--- src/rtl/demux_collector.sv ---
// Four-channel serial-to-parallel collector behind a 1-to-4 demux, with a round-robin valid/ready word output.
// Optional define DEMUX_COLLECTOR_OVERFLOW_EN enables sticky per-channel overflow flags for dropped bits.
module demux_collector #(
  parameter int WIDTH = 8
) (
  input  logic             clk,
  input  logic             rst_n,
  input  logic             bit_valid,
  input  logic [1:0]       sel,
  input  logic             in0,
  input  logic             in1,
  input  logic             in2,
  input  logic             in3,
  output logic             word_valid,
  input  logic             word_ready,
  output logic [WIDTH-1:0] word_data,
  output logic [1:0]       word_ch,
  output logic [3:0]       overflow
);

  localparam int CW = $clog2(WIDTH + 1);

  logic [WIDTH-1:0] r_sr  [4];
  logic [CW-1:0]    r_cnt [4];
  logic [1:0]       r_rr;
  logic             r_word_valid;
  logic [WIDTH-1:0] r_word_data;
  logic [1:0]       r_word_ch;

  logic       w_bit;
  logic [3:0] w_full;
  logic [3:0] w_cap;
  logic [3:0] w_unload;
  logic [3:0] w_drop;
  logic       w_free;
  logic       w_pick_valid;
  logic [1:0] w_pick;
  logic [1:0] w_idx;

  always_comb begin
    w_bit = 1'b0;
    case (sel)
      2'd0:    w_bit = in0;
      2'd1:    w_bit = in1;
      2'd2:    w_bit = in2;
      default: w_bit = in3;
    endcase
  end

  assign w_free = !r_word_valid || word_ready;

  // Round-robin search: walk from the highest offset down so the lowest offset from r_rr wins.
  always_comb begin
    w_pick_valid = 1'b0;
    w_pick       = r_rr;
    w_idx        = r_rr;
    for (int k = 3; k >= 0; k--) begin
      w_idx = r_rr + 2'(k);
      if (w_full[w_idx]) begin
        w_pick_valid = 1'b1;
        w_pick       = w_idx;
      end
    end
  end

  always_comb begin
    for (int c = 0; c < 4; c++) begin
      w_full[c]   = (r_cnt[c] == CW'(WIDTH));
      w_cap[c]    = bit_valid && (sel == 2'(c));
      w_unload[c] = w_free && w_pick_valid && (w_pick == 2'(c));
      w_drop[c]   = w_cap[c] && w_full[c] && !w_unload[c];
    end
  end

  // NOTE: the shift-register array is reset explicitly because partial words must read as zero after reset.
  always_ff @(posedge clk or negedge rst_n) begin
    if (!rst_n) begin
      for (int c = 0; c < 4; c++) begin
        r_sr[c]  <= '0;
        r_cnt[c] <= '0;
      end
    end else begin
      for (int c = 0; c < 4; c++) begin
        if (w_unload[c]) begin
          if (w_cap[c]) begin
            r_sr[c]  <= {w_bit, r_sr[c][WIDTH-1:1]};
            r_cnt[c] <= CW'(1);
          end else begin
            r_cnt[c] <= '0;
          end
        end else if (w_cap[c] && !w_full[c]) begin
          r_sr[c]  <= {w_bit, r_sr[c][WIDTH-1:1]};
          r_cnt[c] <= r_cnt[c] + CW'(1);
        end
      end
    end
  end

  // NOTE: all state uses non-blocking assignments so the unload reads r_sr before this edge's shift.
  always_ff @(posedge clk or negedge rst_n) begin
    if (!rst_n) begin
      r_rr         <= 2'd0;
      r_word_valid <= 1'b0;
      r_word_data  <= '0;
      r_word_ch    <= 2'd0;
    end else if (w_free) begin
      r_word_valid <= w_pick_valid;
      if (w_pick_valid) begin
        r_word_data <= r_sr[w_pick];
        r_word_ch   <= w_pick;
        r_rr        <= w_pick + 2'd1;
      end
    end
  end

  assign word_valid = r_word_valid;
  assign word_data  = r_word_data;
  assign word_ch    = r_word_ch;

`ifdef DEMUX_COLLECTOR_OVERFLOW_EN
  logic [3:0] r_overflow;

  always_ff @(posedge clk or negedge rst_n) begin
    if (!rst_n) begin
      r_overflow <= 4'b0000;
    end else begin
      r_overflow <= r_overflow | w_drop;
    end
  end

  assign overflow = r_overflow;
`else
  logic w_unused_drop;
  assign w_unused_drop = ^w_drop;
  assign overflow      = 4'b0000;
`endif

endmodule

--- config.mk ---
export PLATFORM = sky130hd
export DESIGN_NAME = demux_collector
export DESIGN_NICKNAME = d
export VERILOG_FILES = /design/src/rtl/demux_collector.sv
export SDC_FILE = /design/constraint.sdc
export NUM_CORES = 1
export LEC_CHECK = 0
export ABC_AREA = 0
export BUFFER_PORTS_ARGS = -buffer_cell sky130_fd_sc_hd__clkbuf_2
export CAP_MARGIN = 25
export CORE_MARGIN = 1.5
export CORE_UTILIZATION = 59
export CTS_CLUSTER_DIAMETER = 80
export DETAILED_ROUTE_END_ITERATION = 8
export GPL_ROUTABILITY_DRIVEN = 0
export PLACE_DENSITY = 0.76
export REMOVE_ABC_BUFFERS = 1
export SLEW_MARGIN = 30
export SYNTH_ARGS = -nofsm -noshare
export SYNTH_HDL_FRONTEND = slang
export SYNTH_SLANG_ARGS = --single-unit
--- constraint.sdc ---
create_clock -name clk -period 2.95 [get_ports clk]
set_clock_uncertainty 0.15 [all_clocks]
set_input_delay 0.59 -clock clk [delete_from_list [all_inputs] [get_ports clk]]
set_output_delay 0.59 -clock clk [all_outputs]
set_load 0.01 [all_outputs]
==> flow_summary.toml, run 1 <==
[timing]
setup_viol = 0
hold-worst-slack_ps = 232
relSlewSlack_pct = 50.3
setup_slack_ps = 192
rsz0062_at_grt = "false"
finalCritPeriodShare_pct = 93.5
fmax_ghz = 0.363
period_needed_ps = 2760
tns_ps = 0
tightest_slew_ps = 746
finalHoldViolCount = 0
maxSlewViolCount = 0

[job]
drv_cap = 0

[placed_design]
place_area_sq_um = 3300
dp_cells = 347
place.port_buffers = 20
pre_cts_ws_ps = 212
dpl.hpwl_um = 4140

[finish]
num_antenna_cells = 0
drive_gt1_share_pct = 34.9
areaGrowthSynthToFinish_pct = 11.9
fin_util_pct = 68.0
layout.nets = 306
fin_cells = 362
fin_area_sq_um = 3450

[critical_path]
cp.required_ps = 3020
crit_buf_inv = 1
endpoint_kind = "flip-flop"
rrSetupSlack_ps = 190
critPathTopFamily = "compound AO/OA/AOI/OAI gates"
critPathMaxStageDelay_ps = 500
criticalPathCategory = "flip-flop to flip-flop"
r2r-end = "r_sr[9]$_DFFE_PN0P_"
slowest_stage = "o31ai_4"
path_cells = "inv_1 -> ha_1 -> and3b_1 -> o22ai_1 -> a22o_1 -> o21ai_4 -> o31ai_4 -> mux2_2"
cp_max_fo = 12
cp.arrival_ps = 2830
start_kind = "flip-flop"
rr_worst_depth = 8
rr_startpoint = "r_cnt[0]$_DFFE_PN0P_"

[routing]
vias_per_cell = 5.69
routedWlPerCell_um = 16.3
totalWireLength_um = 5900
remaining_drc_errors = 0
via_count = 2059
detail-route-antenna-nets = 0
drt_pass1_iterations = 4
drtIter0Drc = 94

[hold_path]
min_path_type = "input port to async pin"

[floorplanning]
die_x_um = 75.3
coreArea_sq_um = 5070
start_util_pct = 60.8
io-pin-count = 25
dieArea_sq_um = 5670
rows = 26
die_h_um = 75.3

[grt]
grt_util_met2_pct = 35.6
met1_usage_pct = 32.4
grt.total_usage_pct = 23.4
grt.busiest_layer = "met2"
grt_pass1_wl_um = 9540
antenna_found_initial = 0
grtUsageMet3_pct = 4.76
grt_pass1_vias = 1968
gr-total-overflow = 0
grt_max_degree = 62

[clocking]
cts_tree = "built"
cts_resized = 0
post_cts_buffers = 0
clk_latency_ps = 350
cts-root-buf = "clkbuf_8"
postCtsHoldBufs = 0
path_clk_slew_ps = 70
numCtsBuffers = 9
cts_max_level = 3
cts_sinks = 61
cts.path.max_buffers = 2

[pwr]
power.density_nw_per_um2 = 1030
power_mw = 3.54
ir_drop_v = 0.000627
p_leak_nw = 1.60

[yosys]
yosys-top-cells-count = "dfrtp_1, mux2_2, nor2_1"
yosysTopAreaCellShare_pct = 49.5
synthTopCellsByArea = "dfrtp_1, mux2_2, ha_1"
ys.flop_type = "dfrtp_1"
yosys_register_bits = 61
synth.distinct_cells = 51
synth_edf_count = 0
synth_most_common_cell = "dfrtp_1"
seq_area_frac_synth_pct = 49.5
avgSynthCellArea_sq_um = 12.1
yosysTopAreaCell = "dfrtp_1"
synthArstFlopShare_pct = 100
ys_warn_count = 0
syn_area_sq_um = 3090
syn_inst = 254

[outcome]
outcome = "finished, final reports clean"
[how the worst max path moves through the flow]
stage | from | to | slack (ps) | cells after the start
detailed placement | r_cnt[4]$_DFFE_PN0P_ | word_data[2]$_DFFE_PN0P_ | 210 | 9
global route | r_cnt[4]$_DFFE_PN0P_ | word_data[2]$_DFFE_PN0P_ | 30 | 9
global placement | r_cnt[4]$_DFFE_PN0P_ | word_data[4]$_DFFE_PN0P_ | 250 | 9
floorplan | r_cnt[8]$_DFFE_PN0P_ | r_sr[16]$_DFFE_PN0P_ | 110 | 8
finish | r_cnt[0]$_DFFE_PN0P_ | r_sr[9]$_DFFE_PN0P_ | 190 | 8
CTS | r_cnt[4]$_DFFE_PN0P_ | word_data[4]$_DFFE_PN0P_ | 180 | 9
[area by class of cell]
type,instances,area [sq um]
fillers,398,1620
flip-flops and latches,61,1530
multi-input cells,177,1470
repair buffers,30,175
clock buffers,10,128
well taps,70,87.6
inverters,9,33.8
clock inverters,5,28.8
[cells in the final DEF, fill, tap and decap left out, types with 5 or more instances in the layout]
cell | synthesis | final
nor2_1 | 17 | 17
mux2_2 | 40 | 40
o21ai_0 | 10 | 10
buf_4 | 6 | 10
clkbuf_8 | 0 | 9
ha_1 | 8 | 8
mux2i_1 | 8 | 8
a22oi_1 | 8 | 8
inv_1 | 9 | 9
a21oi_1 | 10 | 10
clkbuf_2 | 0 | 20
dfrtp_1 | 61 | 61
xnor2_1 | 5 | 5
nand2_1 | 15 | 15
[cells by family after synthesis]
logic type	count (synthesis)	share of synthesized area, %
flops	61	49.5
buf+inv	19	3.12
xor+xnor	9	2.55
fa+ha+maj	8	3.24
other cells	1	0.122
simple gates	62	12.0
mux	49	17.9
compound gates	45	11.6
[state kept, by name, indices dropped and copies added, names as in the netlist]
register / flops
r_sr: 32
r_cnt: 16
word_data: 8
r_rr: 2
word_ch: 2
word_valid: 1
[report_power, final]
part / internal [mW] / switching (mW)
clock network: 0.295 / 0.321
registers: 1.21 / 0.299
logic: 0.721 / 0.693
total: 2.23 / 1.31
[routing by layer]
metal  vias to the layer above  part of all wire [%]
li1                        978                     -
met5                         -                     0
met2                        37                    46
met4                         0                   2.0
met1                      1033                    48
met3                        11                   3.2
Note: power is estimated with default switching activity, not from simulation.
==> run 2, diff against run 1 <==
- ABC_AREA: 0 -> 1
- CORE_UTILIZATION: 59 -> 60
- PLACE_DENSITY: 0.76 -> 0.77
==> run 2 against run 1 <==
  * Clock power is 21% higher
  * Synthesized cell count grew 67%
  * Synthesized area up 9.4%
  * Non-clock buffer count down 2
  * Via count up 42%
  * Fmax increased by 5.1%
  * Cell count rose by 46%
==> flow_summary.toml, run 2 <==
[timing]
finalCritPeriodShare_pct = 88.9
tightest_slew_ps = 710
rsz0062_at_grt = "false"
maxSlewViolCount = 0
relSlewSlack_pct = 52.5
finalHoldViolCount = 0
setup_slack_ps = 326
setup_viol = 0
tns_ps = 0
hold-worst-slack_ps = 103
period_needed_ps = 2620
fmax_ghz = 0.381

[yosys]
yosysTopAreaCell = "dfrtp_1"
yosys-top-cells-count = "nand2_1, nand3_1, dfrtp_1"
synthTopCellsByArea = "dfrtp_1, nand2_1, nand3_1"
yosysTopAreaCellShare_pct = 45.2
synth.distinct_cells = 31
ys.flop_type = "dfrtp_1"
avgSynthCellArea_sq_um = 7.96
synth_edf_count = 0
yosys_register_bits = 61
ys_warn_count = 0
syn_area_sq_um = 3370
syn_inst = 424
synth_most_common_cell = "nand2_1"
synthArstFlopShare_pct = 100
seq_area_frac_synth_pct = 45.2

[finish]
fin_cells = 529
largest_reg_flops = 32
layout.nets = 470
mostFrequentLayoutCells = "nand2_1, nand3_1, dfrtp_1"
register_area_sq_um = 1530
multi_input_area_sq_um = 1630
largest_register = "r_sr"
areaGrowthSynthToFinish_pct = 11.0
fin_area_sq_um = 3750
fin_util_pct = 68.5
num_antenna_cells = 0
final.fill_count = 459
layout_commonest_cell = "nand2_1"
drive_gt1_share_pct = 17.1

[clocking]
cts_sinks = 61
cts_max_level = 3
postCtsHoldBufs = 0
clk_latency_ps = 360
cts_resized = 0
cts-root-buf = "clkbuf_8"
cts.path.max_buffers = 2
cts_tree = "built"
post_cts_buffers = 0
numCtsBuffers = 9
path_clk_slew_ps = 80

[critical_path]
cp_max_fo = 20
start_kind = "flip-flop"
endpoint_kind = "flip-flop"
criticalPathCategory = "flip-flop to flip-flop"
cp.arrival_ps = 2700
cp.required_ps = 3020

[pwr]
power_mw = 4.71
p_leak_nw = 2.00
power.density_nw_per_um2 = 1260
ir_drop_v = 0.000657

[floorplanning]
dieArea_sq_um = 6080
coreArea_sq_um = 5470
io-pin-count = 25
die_h_um = 78.0
rows = 27
die_x_um = 78.0
start_util_pct = 61.7

[routing]
via_count = 2918
totalWireLength_um = 7380
routedWlPerCell_um = 14.0
remaining_drc_errors = 0
vias_per_cell = 5.52
detail-route-antenna-nets = 0
drt_pass1_iterations = 5
drtIter0Drc = 232

[grt]
grt_pass1_wl_um = 12500
antenna_found_initial = 0
grt.total_usage_pct = 26.8
grt_max_degree = 28
gr-total-overflow = 0
grt_pass1_vias = 2723

[placed_design]
place.port_buffers = 20
place_area_sq_um = 3550
dpl.hpwl_um = 5320
dp_cells = 513
pre_cts_ws_ps = 361

[job]
drv_cap = 0

[outcome]
outcome = "finished, final reports clean"

[hold_path]
min_path_type = "input port to async pin"
==> run 2: changes by cell type in the layout (fill, tap and decap cells not counted), sizes merged, moves of 5 or more <==
cell    change
a21oi       -8
a22oi       -8
inv        +29
mux2       -40
mux2i       -8
nand2     +139
nand3     +100
nand3b      -5
o21ai       -5
==> run 2: report_power, final <==
group / switching (mW) / internal (mW) / leakage [nW]
clock network: 0.351 / 0.392 / 0.0918
registers: 0.336 / 1.22 / 0.787
logic: 1.61 / 0.805 / 1.12
==> run 2: worst paths after layout <==
check,start,endpoint,slack [ps],cells past startpoint
max in group asynchronous,rst_n,r_sr[10]$_DFFE_PN0P_,1760,2
min in group clk,word_ready,word_valid$_DFFE_PN0P_,290,2
worst max register to register,r_cnt[8]$_DFFE_PN0P_,r_cnt[0]$_DFFE_PN0P_,330,14
worst min register to register,word_data[3]$_DFFE_PN0P_,word_data[3]$_DFFE_PN0P_,340,2
worst min-delay path,rst_n,r_sr[26]$_DFFE_PN0P_,100,1
worst max-delay path,r_cnt[8]$_DFFE_PN0P_,r_cnt[0]$_DFFE_PN0P_,330,14
==> run 2: final cells by class <==
| cell class | count | area share (%) |
|---|---|---|
| multi-input cells | 315 | 43.5 |
| clock inverters | 7 | 2.00 |
| well taps | 72 | 2.40 |
| clock buffers | 9 | 3.31 |
| inverters | 37 | 3.77 |
| repair buffers | 28 | 4.27 |
| flip-flops and latches | 61 | 40.7 |
==> run 2: critical path, cell delays in order (launching register included) <==
cell	delay, ps
dfrtp_1	370
inv_1	80
ha_1	210
nand3_1	150
nand2_1	100
nand3_1	120
nand2_1	100
o21ai_2	170
nand3_4	210
nand2_4	310
inv_4	80
nor2_2	140
nand2_1	130
nand2_1	100
nand3_1	80
==> run 2: cells by family after synthesis <==
group / after synthesis / synth area share [%]
AND/OR/NAND/NOR: 281 / 40.1
flip-flops: 61 / 45.2
AO/OA/AOI/OAI: 13 / 2.48
adder cells (fa/ha/maj): 8 / 2.97
XOR/XNOR: 9 / 2.34
other: 1 / 0.111
buffers and inverters: 51 / 6.79
==> run 2: routing by layer <==
layer | up-vias | wire, um | global-route usage (%)
li1 | 1437 | - | -
met1 | 1371 | 3330 | 37.0
met2 | 94 | 3460 | 39.8
met3 | 16 | 451 | 6.47
met4 | 0 | 138 | 12.7
met5 | - | 0 | 0
==> run 3, diff against run 2 <==
- ABC_CLOCK_PERIOD_IN_PS: not set -> 2950
- RECOVER_POWER: not set -> 100
==> run 3 against run 2 <==
  * Flip-flop and latch count stayed put
  * Die area unchanged
  * Non-clock buffer count unchanged
  * Sequential power hardly changed
  * Global-route usage unchanged
  * Final area is 0.60% lower
==> flow_summary.toml, run 3 (synthesized netlist as in run 2, its figures left out) <==
[outcome]
outcome = "finished, final reports clean"

[timing]
period_needed_ps = 2640
maxSlewViolCount = 0
tightest_slew_ps = 1400
tns_ps = 0
relSlewSlack_pct = 6.93
finalHoldViolCount = 0
fmax_ghz = 0.378
rsz0062_at_grt = "false"
finalCritPeriodShare_pct = 89.6
setup_viol = 0

[critical_path]
cp.required_ps = 3020
cp_max_fo = 20
startpoint = "r_cnt[8]$_DFFE_PN0P_"
r2r-end = "r_cnt[0]$_DFFE_PN0P_"
rr_startpoint = "r_cnt[8]$_DFFE_PN0P_"
endpoint_kind = "flip-flop"
cp.arrival_ps = 2720
start_kind = "flip-flop"
rr_worst_depth = 14
criticalPathCategory = "flip-flop to flip-flop"
rrSetupSlack_ps = 310

[hold_path]
worstHoldStart = "word_ready"
whs_path_depth = 2
hold_end = "word_valid$_DFFE_PN0P_"
min_path_type = "input port to flip-flop"

[routing]
remaining_drc_errors = 0
via_count = 2915
detail-route-antenna-nets = 0
drt_pass1_iterations = 5
drtIter0Drc = 243
vias_per_cell = 5.51
routedWlPerCell_um = 14.1
totalWireLength_um = 7470

[clocking]
cts_resized = 0
path_clk_slew_ps = 70
cts_tree = "built"
cts_max_level = 3
post_cts_buffers = 0
cts-root-buf = "clkbuf_8"
postCtsHoldBufs = 0
clk_latency_ps = 360
cts.path.max_buffers = 2
cts_sinks = 61
numCtsBuffers = 9

[pwr]
power_mw = 4.70
ir_drop_v = 0.000661
p_leak_nw = 1.96
power.density_nw_per_um2 = 1260

[grt]
grt_pass1_vias = 2723
grt_pass1_wl_um = 12500
grt.total_usage_pct = 26.8
antenna_found_initial = 0
gr-total-overflow = 0
grt_max_degree = 28

[finish]
largest_register = "r_sr"
num_antenna_cells = 0
drive_gt1_share_pct = 13.8
areaGrowthSynthToFinish_pct = 10.4
fin_util_pct = 68.1
layout_commonest_cell = "nand2_1"
largest_reg_flops = 32
mostFrequentLayoutCells = "nand2_1, nand3_1, dfrtp_1"
layout.nets = 470
multi_input_area_sq_um = 1630
fin_area_sq_um = 3720
final.fill_count = 472
register_area_sq_um = 1530

[floorplanning]
coreArea_sq_um = 5470
rows = 27
die_h_um = 78.0
dieArea_sq_um = 6080
start_util_pct = 61.7
die_x_um = 78.0
io-pin-count = 25

[placed_design]
place_area_sq_um = 3550
place.port_buffers = 20
dpl.hpwl_um = 5320

[job]
drv_cap = 0
==> run 3: cell types whose count changed in the layout (fill, tap and decap cells not counted) <==
cell	previous run	this run
clkbuf_2	20	8
inv_1	25	26
inv_2	11	10
clkbuf_1	0	14
buf_4	8	6
==> run 3: power by group <==
group          leakage [nW]  internal, mW  switching, mW
clock                0.0918         0.392          0.356
sequential            0.787          1.22          0.338
combinational          1.08         0.787           1.61
==> run 3: worst max-delay path, cell delays in order (launching register included) <==
cell     delay, ps
dfrtp_1        380
inv_1           80
ha_1           210
nand3_1        150
nand2_1        100
nand3_1        120
nand2_1        110
o21ai_2        180
nand3_4        210
nand2_4        310
inv_4           80
nor2_2         140
nand2_1        130
nand2_1        100
nand3_1         80
==> run 3: per-stage QoR <==
stage               cells  worst slack, ps  hold WS [ps]
floorplan             413              554           144
global placement      513              433           315
detailed placement    513              361           322
CTS                   529              341           125
global route          529             51.8           294
finish                529              307           289
==> run 3: per-layer routing <==
layer | share of wire (%) | GRT usage, % | vias up
met1 | 47 | 37.0 | 1376
met2 | 46 | 39.8 | 89
met4 | 2.1 | 12.7 | 0
met5 | 0 | 0 | -
met3 | 5.1 | 6.47 | 18
li1 | - | - | 1432
==> run 3: area by class of cell <==
cell class              count  area share, %
inverters                  37           3.80
multi-input cells         315           43.8
well taps                  72           2.42
clock buffers               9           3.33
repair buffers             28           3.69
clock inverters             7           2.02
flip-flops and latches     61           41.0
==> run 3: worst max path at each step <==
stage / end / slack, ps / cells after the start
final: r_cnt[0]$_DFFE_PN0P_ / 310 / 14
after global placement: r_sr[31]$_DFFE_PN0P_ / 430 / 16
after global routing: r_sr[25]$_DFFE_PN0P_ / 50 / 16
after floorplan: r_sr[31]$_DFFE_PN0P_ / 550 / 14
after detailed placement: r_sr[31]$_DFFE_PN0P_ / 360 / 16
after CTS: r_sr[27]$_DFFE_PN0P_ / 340 / 16
